`src/rtl/conv_pkg.sv`:
```
// Shared definitions for the parametrised convolution engine.
// - state_t   : engine FSM encoding
// - acc_w     : accumulator width that can never wrap for a K x K window
// - out_n     : output side length for a given image/filter/stride
// - sat_val / is_sat : clamp an accumulator to an OUT_W-bit unsigned range
package conv_pkg;

  typedef enum logic [1:0] {ST_IDLE, ST_MAC, ST_EMIT, ST_FIN} state_t;

  function automatic int acc_w(input int dw, input int k);
    return 2 * dw + $clog2(k * k);
  endfunction

  function automatic int out_n(input int n, input int k, input int s);
    return (n - k) / s + 1;
  endfunction

  function automatic logic [63:0] sat_val(input logic [63:0] acc, input int ow);
    logic [63:0] lim;
    lim = (64'd1 << ow) - 64'd1;
    return (acc > lim) ? lim : acc;
  endfunction

  function automatic logic is_sat(input logic [63:0] acc, input int ow);
    return acc > ((64'd1 << ow) - 64'd1);
  endfunction

endpackage

```
`src/rtl/conv_mac_unit.sv`:
```
// Multiply-accumulate unit for one convolution window.
// Ports: clk/resetn; clr zeroes the accumulator (wins over en); en adds a*b;
// sat_data is the accumulator clamped to OUT_W bits, sat_hit flags the clamp.
module conv_mac_unit
  import conv_pkg::*;
#(
  parameter int DATA_W = 8,
  parameter int ACC_W  = 19,
  parameter int OUT_W  = 8
) (
  input  logic              clk,
  input  logic              resetn,
  input  logic              clr,
  input  logic              en,
  input  logic [DATA_W-1:0] a,
  input  logic [DATA_W-1:0] b,
  output logic [OUT_W-1:0]  sat_data,
  output logic              sat_hit
);

  logic [ACC_W-1:0]    acc;
  logic [2*DATA_W-1:0] prod;

  // operands widened first so the full product is kept
  assign prod = {{DATA_W{1'b0}}, a} * {{DATA_W{1'b0}}, b};

  always_ff @(posedge clk or negedge resetn) begin
    if (!resetn)  acc <= '0;
    else if (clr) acc <= '0;
    else if (en)  acc <= acc + ACC_W'(prod);
  end

  assign sat_data = OUT_W'(sat_val(64'(acc), OUT_W));
  assign sat_hit  = is_sat(64'(acc), OUT_W);

endmodule

```
`src/rtl/conv_engine_param.sv`:
```
// Self-sequencing convolution engine.
// Loads an IMG_N^2 image and FLT_K^2 filter over a streaming write port
// (load_valid/load_ready/load_sel/load_data, raster order), then on start
// computes one saturated window sum per FLT_K^2+1 cycles and presents it on
// out_valid/out_ready with out_row/out_col. busy covers the run, done pulses
// once after the last result handshake, sat_flag is sticky per run.
module conv_engine_param
  import conv_pkg::*;
#(
  parameter  int DATA_W = 8,
  parameter  int IMG_N  = 4,
  parameter  int FLT_K  = 3,
  parameter  int STRIDE = 1,
  parameter  int OUT_W  = 8,
  localparam int OUT_N  = out_n(IMG_N, FLT_K, STRIDE),
  localparam int RC_W   = (OUT_N > 1) ? $clog2(OUT_N) : 1
) (
  input  logic              clk,
  input  logic              resetn,
  input  logic              load_valid,
  output logic              load_ready,
  input  logic              load_sel,
  input  logic [DATA_W-1:0] load_data,
  input  logic              start,
  output logic              busy,
  output logic              done,
  output logic              out_valid,
  input  logic              out_ready,
  output logic [OUT_W-1:0]  out_data,
  output logic [RC_W-1:0]   out_row,
  output logic [RC_W-1:0]   out_col,
  output logic              sat_flag
);

  localparam int K2    = FLT_K * FLT_K;
  localparam int I2    = IMG_N * IMG_N;
  localparam int IA_W  = (I2 > 1) ? $clog2(I2) : 1;
  localparam int FA_W  = (K2 > 1) ? $clog2(K2) : 1;
  localparam int KW    = (FLT_K > 1) ? $clog2(FLT_K) : 1;
  localparam int CW    = $clog2(K2 + 1);
  localparam int ACC_W = acc_w(DATA_W, FLT_K);

  state_t state, nstate;

  logic [DATA_W-1:0] img_buf [I2];
  logic [DATA_W-1:0] flt_buf [K2];
  logic [IA_W-1:0]   img_ptr, img_addr;
  logic [FA_W-1:0]   flt_ptr, flt_addr;
  logic [CW-1:0]     k;
  logic [KW-1:0]     fi, fj;
  logic [RC_W-1:0]   win_r, win_c;
  logic              mac_last, last_win, mac_clr, mac_en, sat_hit;
  logic [OUT_W-1:0]  sat_data;

  // k runs 0..K2: K2 accumulate cycles plus one cycle to latch the sum
  assign mac_last = (k == CW'(K2));
  assign last_win = (win_r == RC_W'(OUT_N - 1)) && (win_c == RC_W'(OUT_N - 1));
  assign mac_clr  = (state == ST_IDLE && start) || (state == ST_EMIT && out_ready);
  assign mac_en   = (state == ST_MAC) && !mac_last;

  assign img_addr = IA_W'((int'(win_r) * STRIDE + int'(fi)) * IMG_N
                          + int'(win_c) * STRIDE + int'(fj));
  assign flt_addr = mac_last ? '0 : FA_W'(k);

  // Buffers and load pointers. A start in the same cycle as a load keeps the
  // written word but rewinds both pointers for the next load session.
  always_ff @(posedge clk or negedge resetn) begin
    if (!resetn) begin
      for (int n = 0; n < I2; n++) img_buf[n] <= '0;
      for (int n = 0; n < K2; n++) flt_buf[n] <= '0;
      img_ptr <= '0;
      flt_ptr <= '0;
    end else begin
      if (load_valid && load_ready) begin
        if (load_sel) begin
          flt_buf[flt_ptr] <= load_data;
          flt_ptr <= (flt_ptr == FA_W'(K2 - 1)) ? '0 : flt_ptr + FA_W'(1);
        end else begin
          img_buf[img_ptr] <= load_data;
          img_ptr <= (img_ptr == IA_W'(I2 - 1)) ? '0 : img_ptr + IA_W'(1);
        end
      end
      if (state == ST_IDLE && start) begin
        img_ptr <= '0;
        flt_ptr <= '0;
      end
    end
  end

  always_ff @(posedge clk or negedge resetn) begin
    if (!resetn) state <= ST_IDLE;
    else         state <= nstate;
  end

  always_comb begin
    nstate = state;
    case (state)
      ST_IDLE: if (start)    nstate = ST_MAC;
      ST_MAC:  if (mac_last) nstate = ST_EMIT;
      ST_EMIT: if (out_ready) nstate = last_win ? ST_FIN : ST_MAC;
      ST_FIN:  nstate = ST_IDLE;
      default: nstate = ST_IDLE;
    endcase
  end

  always_comb begin
    load_ready = 1'b0;
    busy       = 1'b0;
    done       = 1'b0;
    out_valid  = 1'b0;
    case (state)
      ST_IDLE: load_ready = 1'b1;
      ST_MAC:  busy = 1'b1;
      ST_EMIT: begin busy = 1'b1; out_valid = 1'b1; end
      ST_FIN:  done = 1'b1;
      default: load_ready = 1'b0;
    endcase
  end

  // Window sequencing and result registers
  always_ff @(posedge clk or negedge resetn) begin
    if (!resetn) begin
      k <= '0; fi <= '0; fj <= '0;
      win_r <= '0; win_c <= '0;
      out_data <= '0; out_row <= '0; out_col <= '0;
      sat_flag <= 1'b0;
    end else begin
      case (state)
        ST_IDLE: if (start) begin
          k <= '0; fi <= '0; fj <= '0;
          win_r <= '0; win_c <= '0;
          sat_flag <= 1'b0;
        end
        ST_MAC: if (mac_last) begin
          out_data <= sat_data;
          out_row  <= win_r;
          out_col  <= win_c;
          if (sat_hit) sat_flag <= 1'b1;
          k <= '0;
        end else begin
          k <= k + CW'(1);
          // fi/fj wrap back to 0 on the final product, ready for the next window
          if (fj == KW'(FLT_K - 1)) begin
            fj <= '0;
            fi <= (fi == KW'(FLT_K - 1)) ? '0 : fi + KW'(1);
          end else begin
            fj <= fj + KW'(1);
          end
        end
        ST_EMIT: if (out_ready && !last_win) begin
          if (win_c == RC_W'(OUT_N - 1)) begin
            win_c <= '0;
            win_r <= win_r + RC_W'(1);
          end else begin
            win_c <= win_c + RC_W'(1);
          end
        end
        default: ;
      endcase
    end
  end

  conv_mac_unit #(.DATA_W(DATA_W), .ACC_W(ACC_W), .OUT_W(OUT_W)) u_mac (
    .clk      (clk),
    .resetn   (resetn),
    .clr      (mac_clr),
    .en       (mac_en),
    .a        (img_buf[img_addr]),
    .b        (flt_buf[flt_addr]),
    .sat_data (sat_data),
    .sat_hit  (sat_hit)
  );

endmodule
```
`config.mk`:
```
export PLATFORM = sky130hd
export DESIGN_NAME = conv_engine_param
export DESIGN_NICKNAME = d
export VERILOG_FILES = /design/src/rtl/conv_pkg.sv /design/src/rtl/conv_mac_unit.sv /design/src/rtl/conv_engine_param.sv
export SDC_FILE = /design/constraint.sdc
export NUM_CORES = 1
export LEC_CHECK = 0
export ABC_AREA = 1
export CAP_MARGIN = 10
export CELL_PAD_IN_SITES_DETAIL_PLACEMENT = 2
export CELL_PAD_IN_SITES_GLOBAL_PLACEMENT = 2
export CORE_MARGIN = 2
export CORE_UTILIZATION = 39
export DETAILED_ROUTE_END_ITERATION = 6
export GPL_TIMING_DRIVEN = 1
export PLACE_DENSITY = 0.85
export SLEW_MARGIN = 15
export SYNTH_ARGS = -nofsm -noshare
export SYNTH_HDL_FRONTEND = slang
export SYNTH_SLANG_ARGS = --single-unit
```
`constraint.sdc`:
```
create_clock -name clk -period 5.8 [get_ports clk]
set_input_delay 1.16 -clock clk [delete_from_list [all_inputs] [get_ports clk]]
set_output_delay 1.16 -clock clk [all_outputs]
set_load 0.02 [all_outputs]
```
# Word level (Yosys, flattened, before mapping)
# Index checks and enable logic that the tools add are counted.
# word_totals
reg_bits	251
word_cells	163
in_bits	14
# classes
n_reduce_logical	30
n_addsub	11
mul	1
n_mux	54
eq_ne	17
bitwise_logic	5
order_cmp	7
# ops
cell	count
128-bit bitwise mux	1
72-bit bitwise mux	1
8-bit binary-select mux with 4-bit select	2
8-bit demux with 4-bit select	2
8-bit 2-to-1 mux	7
4-bit 2-to-1 mux	11
20-bit 2-to-1 mux	2
20-bit by 16-bit adder with 20-bit output	1
5-bit greater-or-equal comparator, second input constant	4
20-bit by 8-bit greater-than comparator with 1-bit output, second input constant	1
2-bit 2-to-1 mux	10
4-bit inverter with 5-bit output	4
8-bit by 8-bit multiplier with 16-bit output	1
4-bit by 1-bit adder with 4-bit output, second input constant	3
4-bit == test, second input constant	3
2-bit != test, second input constant	6
2-bit AND reduction	6
4-bit AND reduction	3
1-bit 2-to-1 mux	11
5-bit by 1-bit < comparator with 1-bit output, second input constant	2
2-bit nonzero test	5
3-bit AND reduction	3
2-bit == test, second input constant	4
1-bit logical AND	8
other kinds (16)	24

# Longest topological paths before layout
# Gate-level depths: netlist of run 1.
# depth
ltp_word	11
depth_mapped	32
mapped_depth_nobuf	31

# Hierarchy
# Synthesis of run 1 repeated with hierarchy kept, for this count alone.
# hier_totals
hier_cells	1868
area_unflattened_um2	15085.7
# modules_own_cells
mod	cells_each	area_each_um2	seq_area_each_um2	instances
conv_engine_param	1319	11232.0	5780.5	1
conv_mac_unit	549	3853.7	500.5	1

# Worst setup path after synthesis of run 1
# Ideal clock, no wire load.
# synth_timing
path_kind	register to register
startpoint	register fj[0]
endpoint	register u_mac.acc[11]
n_path_buf	2
path_slack_ns	0.656
stages_incl_launch_ff	26
arrival_ns	5.027
synth_period_minus_slack_ns	5.144
cell_sequence	dfrtp_1 > ha_1 > ha_1 > buf_2 > inv_1 > clkbuf_1 > nand3_1 > nand3_1 > nand3_1 > nand2_1 > inv_1 > nand2_1 > fa_1 > inv_1 > fa_1 > inv_1 > fa_1 > fa_1 > inv_1 > ha_1 > or2_2 > nand3_1 > nand2_1 > or2_2 > nand3_1 > nand2_1
# synth_between
elab_chain_cells	9
# synth_lines
element	line	source
start, declared	conv_engine_param.sv:50	logic [KW-1:0] fi, fj;
start signal, assigned	conv_engine_param.sv:147	fj <= fj + KW'(1);
4-bit by 2-bit adder with 4-bit output	conv_engine_param.sv:62	+ int'(win_c) * STRIDE + int'(fj));
4-bit inverter with 5-bit output (not written as such)	conv_engine_param.sv:168	.a (img_buf[img_addr]),
8-bit binary-select mux with 4-bit select	conv_engine_param.sv:168	
8-bit 2-to-1 mux (not written as such) (2 in a row)	conv_engine_param.sv:168	
8-bit by 8-bit multiplier with 16-bit output	conv_mac_unit.sv:25	assign prod = {{DATA_W{1'b0}}, a} * {{DATA_W{1'b0}}, b};
20-bit by 16-bit adder with 20-bit output	conv_mac_unit.sv:30	else if (en) acc <= acc + ACC_W'(prod);
20-bit 2-to-1 mux	conv_mac_unit.sv:30	
20-bit 2-to-1 mux	conv_mac_unit.sv:29	else if (clr) acc <= '0;
end signal, assigned	conv_mac_unit.sv:30	
end, declared	conv_mac_unit.sv:21	logic [ACC_W-1:0] acc;
# Every way passes these cells. The select of a mux whose other input is x is not followed.
# A chain may end at the register's enable or synchronous reset.

# Worst setup path after layout of run 1
# layout_timing
startpoint	register fj[0]
endpoint	register u_mac.acc[16]
# Same word-level chain as after synthesis.

==> results.json, run 1 <==
{
  "outcome": "finished, violations left",
  "violations": "negative setup slack",
  "setup_tns_ns": -0.2003,
  "synthFlopType": "dfrtp_1",
  "drt-initial-drc-count": 860,
  "drc": 0,
  "syn_inst": 1849,
  "period_needed_ns": 5.935,
  "layout_common_cells": "nand2_1, dfrtp_1, inv_1, nand3_1, o21ai_0",
  "fp-row-count": 71,
  "clockRootBuffer": "clkbuf_16",
  "hold_class": "flop to flop",
  "clock_sinks": 251,
  "worst_skew_pair.late_latency_ns": 0.59,
  "fin_util_pct": 45.18,
  "holdBufCountCts": 0,
  "fillers": 4138,
  "core_um2": 37580,
  "vias": 13760,
  "grt_pass1_wl_um": 86840,
  "yosysUniqueCellTypes": 38,
  "startpoint": "fj[0]",
  "max_cap_viol_count": 0,
  "path_max_fanout": 15,
  "layout_commonest_cell": "nand2_1",
  "start_kind": "flop",
  "track_usage_pct": 28.63,
  "avgSynthCellArea_um2": 8.014,
  "hold_viol_final": 0,
  "diodes": 0,
  "wl_per_cell_um": 25.20,
  "grt_max_degree": 114,
  "rr_startpoint": "fj[0]",
  "finalSetupViolations": 5,
  "die-area_um2": 39570,
  "clk_path_buf_depth": 3,
  "grt_overflow": 0,
  "required_ns": 6.27,
  "relSlewSlack_pct": 18.30,
  "start_util_pct": 39.43,
  "ios": 29,
  "synth_fp_nets": 1971,
  "cts_tree": "done",
  "drv_slew": 0,
  "via_per_inst": 5.725,
  "ys_seq_area_share_pct": 42.39,
  "antenna_found_initial": 2,
  "async_flop_share_pct": 100.0,
  "nets": 1990,
  "critPathCaptureType": "flop",
  "hold_start": "img_buf[126]",
  "drive_gt1_share_pct": 10.15,
  "routabilityCongestion": 0.8849,
  "area_growth_pct": 14.58,
  "synth_seq_cells": 251,
  "io_buffers": 28,
  "fin_worst_skew_ns": 0.01422,
  "detail-route-antenna-nets": 0,
  "numCtsBuffers": 30,
  "worst_slew_pin_slew_ns": 1.218,
  "synth-edff-count": 0,
  "clock.fmax_mhz": 168.5,
  "worst_ep_arrival_time_ns": 6.40,
  "first_pass_iters": 5,
  "grt_pass1_vias": 15020,
  "die_height_um": 198.9,
  "htree_levels": 1,
  "finalCritPeriodShare_pct": 102.3,
  "cts.clk_slew.worst_paths_ns": 0.07,
  "dp_hpwl_um": 36760,
  "die_w_um": 198.9,
  "criticalPathCategory": "flop to flop",
  "setup_ws_ns": -0.1354,
  "drt-total-wl_um": 60560,
  "yosysWarnings": 0,
  "synth_area_um2": 14820
}
state kept, by name (all words and copies together) (netlist names):
name	count
out_col	1
sat_flag	1
img_ptr	4
u_mac.acc	20
state	2
out_row	1
flt_ptr	4
out_data	8
win_c	1
fi	2
img_buf	128
flt_buf	72
win_r	1
k	4
fj	2
worst max-delay path, stage by stage, from the launching register on:
cell and delay, ns:
dfrtp_1 0.43, ha_4 0.20, ha_4 0.29, inv_2 0.07, bufbuf_16 0.30, nand3_1 0.14
nand3_1 0.13, nand3_1 0.18, nand2_2 0.19, a21oi_1 0.27, fa_1 0.50, fa_1 0.49
fa_1 0.55, inv_1 0.06, fa_1 0.54, inv_1 0.05, ha_2 0.39, nand2_1 0.12
inv_1 0.10, nand2_1 0.11, nor3_1 0.26, nand2_1 0.15, nand2_1 0.09, nand2_1 0.05
nand3_1 0.07, nand2_1 0.07
cell families (layout without fill, tap and decap cells):
| logic type | count (synthesis) | count (layout) | share of synthesized area [%] |
|---|---|---|---|
| simple gates | 894 | 894 | 26.78 |
| compound gates | 307 | 307 | 10.64 |
| buf+inv | 284 | 327 | 8.199 |
| flops | 251 | 251 | 42.39 |
| fa+ha+maj | 108 | 108 | 11.65 |
| xor+xnor | 5 | 5 | 0.3463 |
synth_stat cells, types with 5 or more instances:
cell type | count | area share [%]
nand2_1 | 522 | 13
dfrtp_1 | 251 | 42
inv_1 | 199 | 5.0
nand3_1 | 196 | 6.6
o21ai_0 | 184 | 6.2
nor2_1 | 115 | 2.9
a21oi_1 | 104 | 3.5
ha_1 | 58 | 4.9
fa_1 | 50 | 6.8
clkbuf_1 | 34 | 0.86
buf_2 | 26 | 0.88
buf_6 | 12 | 0.91
nand2_2 | 10 | 0.42
nand3_4 | 10 | 1.2
nor3_1 | 9 | 0.30
buf_4 | 7 | 0.35
o21ai_1 | 7 | 0.24
inv_2 | 5 | 0.13
nand3b_1 | 5 | 0.25
cell type report:
class | instances | area [µm²] | share of cell area (%)
clock inverters | 18 | 160.2 | 0.9433
flip-flops and latches | 251 | 6282 | 37.00
clock buffers | 38 | 830.8 | 4.893
multi-input cells | 1314 | 7545 | 44.44
well taps | 511 | 639.4 | 3.766
inverters | 204 | 777.0 | 4.576
repair buffers | 67 | 744.5 | 4.385
routing by layer:
| metal | vias to the layer above | track usage, % | wire, µm |
|---|---|---|---|
| met4 | 0 | 9.093 | 2241 |
| met2 | 411 | 50.16 | 30410 |
| met5 | - | 0 | 0 |
| met3 | 147 | 4.374 | 2650 |
| li1 | 5973 | - | - |
| met1 | 7226 | 36.25 | 25260 |
what timing repair did:
item                                    4_1_cts  5_1_grt
pin swaps                                     0        6
buffers inserted                              2       12
gates cloned                                  1        2
resized for setup                            20       47
endpoints found under the setup margin       12       12
worst paths after layout:
check | to | slack, ns | depth (start not counted)
worst min register to register | img_buf[126] | 0.48 | 2
max in group asynchronous | img_ptr[0] | 3.91 | 2
min in group asynchronous | img_buf[53] | 0.69 | 1
worst min-delay path | img_buf[126] | 0.48 | 2
worst max register to register | u_mac.acc[16] | -0.14 | 25
worst max-delay path | u_mac.acc[16] | -0.14 | 25
per-stage QoR:
| stage | cell area, µm² | instances | setup WS (ns) | hold WS (ns) |
|---|---|---|---|---|
| 4_1_cts | 16640 | 2389 | 0.02135 | 0.4875 |
| 3_3_place_gp | 15540 | 2330 | 0.1600 | 0.4611 |
| 3_5_place_dp | 15540 | 2330 | -0.1339 | 0.4711 |
| 5_1_grt | 16980 | 2403 | -0.3110 | 0.5137 |
| 2_1_floorplan | 14820 | 1849 | 0.6556 | 0.4478 |
| 6_report | 16980 | 2403 | -0.1354 | 0.4838 |
Power of run 1 is not shown: default switching activity piles up to over one toggle a cycle in this logic, so the estimate is an artifact.
==> inputs of run 2 (changes only) <==
--- a/config.mk
+++ b/config.mk
@@ -11,6 +11,7 @@
 export CELL_PAD_IN_SITES_GLOBAL_PLACEMENT = 2
 export CORE_MARGIN = 2
 export CORE_UTILIZATION = 39
+export CTS_BUF_LIST = sky130_fd_sc_hd__clkbuf_16
 export DETAILED_ROUTE_END_ITERATION = 6
 export GPL_TIMING_DRIVEN = 1
 export PLACE_DENSITY = 0.85
==> run 2 against run 1 <==
Effect of this change: the flow still finishes with violations (negative setup slack); design area shrank 0.33%; routed wire length shrank 0.45%; critical path type unchanged; critical path depth grew 1; sequential cell count stayed put; worst setup slack better by 0.063 ns.
==> results.json, run 2 (synthesized netlist as in run 1, its figures left out) <==
{
  "regMostFlops": "img_buf",
  "area_growth_pct": 14.20,
  "die_height_um": 198.9,
  "clock_sinks": 251,
  "routabilityCongestion": 0.8849,
  "ff_latch_area_um2": 6282,
  "regToRegSetupSlack_ns": -0.07,
  "track_usage_pct": 28.61,
  "rr_startpoint": "fj[0]",
  "startpoint": "fj[0]",
  "core_um2": 37580,
  "layout_commonest_cell": "nand2_1",
  "largest_registers": "img_buf (128), flt_buf (72), u_mac.acc (20)",
  "nets": 1991,
  "place_inst": 2330,
  "grt_pass1_wl_um": 87170,
  "required_ns": 6.26,
  "holdBufCountCts": 0,
  "hold_viol_final": 0,
  "dp_hpwl_um": 36760,
  "worst_slew_pin_slew_ns": 1.231,
  "drt-total-wl_um": 60290,
  "fp-row-count": 71,
  "die-area_um2": 39570,
  "drt-initial-drc-count": 872,
  "clock.fmax_mhz": 170.3,
  "drv_slew": 0,
  "cts_tree": "done",
  "path_max_fanout": 15,
  "critPathCaptureType": "flop",
  "setup_ws_ns": -0.07228,
  "place_area_um2": 15540,
  "fin_cells": 2405,
  "r2r_cells": 26,
  "grt_pass1_vias": 15040,
  "antenna_found_initial": 0,
  "criticalPathCategory": "flop to flop",
  "slowest_delay_ns": 0.55,
  "finalCritPeriodShare_pct": 101.2,
  "vias": 13710,
  "largest_register_ffs": 128,
  "max_cap_viol_count": 0,
  "period_needed_ns": 5.872,
  "outcome": "finished, violations left",
  "first_pass_iters": 7,
  "cts.clk_slew.worst_paths_ns": 0.07,
  "worst_skew_pair.late_latency_ns": 0.59,
  "crit_buf_inv": 5,
  "layout_common_cells": "nand2_1, dfrtp_1, inv_1, nand3_1, o21ai_0",
  "io_buffers": 28,
  "fillers": 4146,
  "via_per_inst": 5.702,
  "fin_worst_skew_ns": 0.01790,
  "clk_path_buf_depth": 3,
  "slowest_stage": "fa_1",
  "worst_ep_arrival_time_ns": 6.33,
  "violations": "negative setup slack",
  "setup_tns_ns": -0.08273,
  "detail-route-antenna-nets": 0,
  "r2r_end": "u_mac.acc[12]",
  "drive_gt1_share_pct": 9.667,
  "grt_max_degree": 114,
  "fin_util_pct": 45.03,
  "start_kind": "flop",
  "relSlewSlack_pct": 17.85,
  "htree_levels": 1,
  "hold_class": "flop to flop",
  "numCtsBuffers": 30,
  "grt_overflow": 0,
  "finalSetupViolations": 3,
  "wl_per_cell_um": 25.07,
  "cp-endpoint": "u_mac.acc[12]",
  "start_util_pct": 39.43,
  "path_depth": 26,
  "crit_family": "adder cells",
  "clockRootBuffer": "clkbuf_16",
  "die_w_um": 198.9,
  "multiInputGateArea_um2": 7505,
  "final_area_um2": 16920,
  "crit_top_cell": "nand2_1",
  "ios": 29,
  "drc": 0
}
run 2: layer usage:
metal	part of all wire [%]	wire length, µm	track usage (%)	up-vias
li1	-	-	-	5972
met1	41	24990	37.20	7195
met2	50	30280	50.04	405
met3	4.7	2809	3.476	142
met4	3.7	2205	8.292	0
met5	0	0	0	-
run 2: layout make-up:
class / count / area share [%]
inverters: 204 / 4.606
diodes: 1 / 0.01479
flip-flops and latches: 251 / 37.12
clock inverters: 26 / 1.124
well taps: 511 / 3.778
repair buffers: 68 / 4.569
clock buffers: 30 / 4.436
multi-input cells: 1314 / 44.35
run 2: how the worst min path moves through the flow:
stage                       startpoint  cells after the start  slack [ns]            to
final                      img_buf[32]                      2        0.49   img_buf[32]
after global routing       out_data[6]                      2        0.51   out_data[6]
after CTS                  img_buf[23]                      2        0.49   img_buf[23]
after detailed placement   img_buf[55]                      2        0.47   img_buf[55]
after global placement     out_data[1]                      2        0.46   out_data[1]
after floorplan           img_buf[119]                      2        0.45  img_buf[119]
run 2: per-stage QoR:
step	hold WS (ns)	setup slack (ns)
2_1_floorplan	0.4478	0.6556
3_5_place_dp	0.4711	-0.1339
4_1_cts	0.4875	0.0009970
6_report	0.4852	-0.07228
5_1_grt	0.5138	-0.2788
3_3_place_gp	0.4611	0.1600
run 2: repair_timing:
item                       4_1_cts  5_1_grt
setup buffers                    3       11
resized for setup               17       46
pin swaps                        1        4
setup endpoints to repair       12       13
cloned                           1        3
run 2: worst reg2reg max path, cell delays in order, from the launching register on:
cell and delay, ns:
dfrtp_1 0.44, ha_4 0.20, ha_4 0.29, inv_2 0.08, clkbuf_16 0.21, nor2_1 0.13, o21ai_0 0.14, nand3_1 0.15
nand3_1 0.17, nand2_4 0.18, nand2_1 0.10, fa_1 0.54, inv_1 0.11, fa_1 0.54, fa_1 0.52, inv_1 0.06
fa_1 0.55, inv_1 0.06, ha_2 0.37, nand2_1 0.10, nand3b_1 0.21, nand2_2 0.14, nand2_1 0.12, nand2_1 0.11
nand2_1 0.07, nand2_1 0.07, o21ai_0 0.08
Power of run 2 is left out for the same reason.
==> inputs of run 3 (changes only) <==
--- a/config.mk
+++ b/config.mk
@@ -15,6 +15,7 @@
 export DETAILED_ROUTE_END_ITERATION = 6
 export GPL_TIMING_DRIVEN = 1
 export PLACE_DENSITY = 0.85
+export SKIP_LAST_GASP = 1
 export SLEW_MARGIN = 15
 export SYNTH_ARGS = -nofsm -noshare
 export SYNTH_HDL_FRONTEND = slang
==> results of run 3 <==
The final DEF is identical to that of run 2; final timing and power are the same.
Power of run 3 is left out for the same reason.
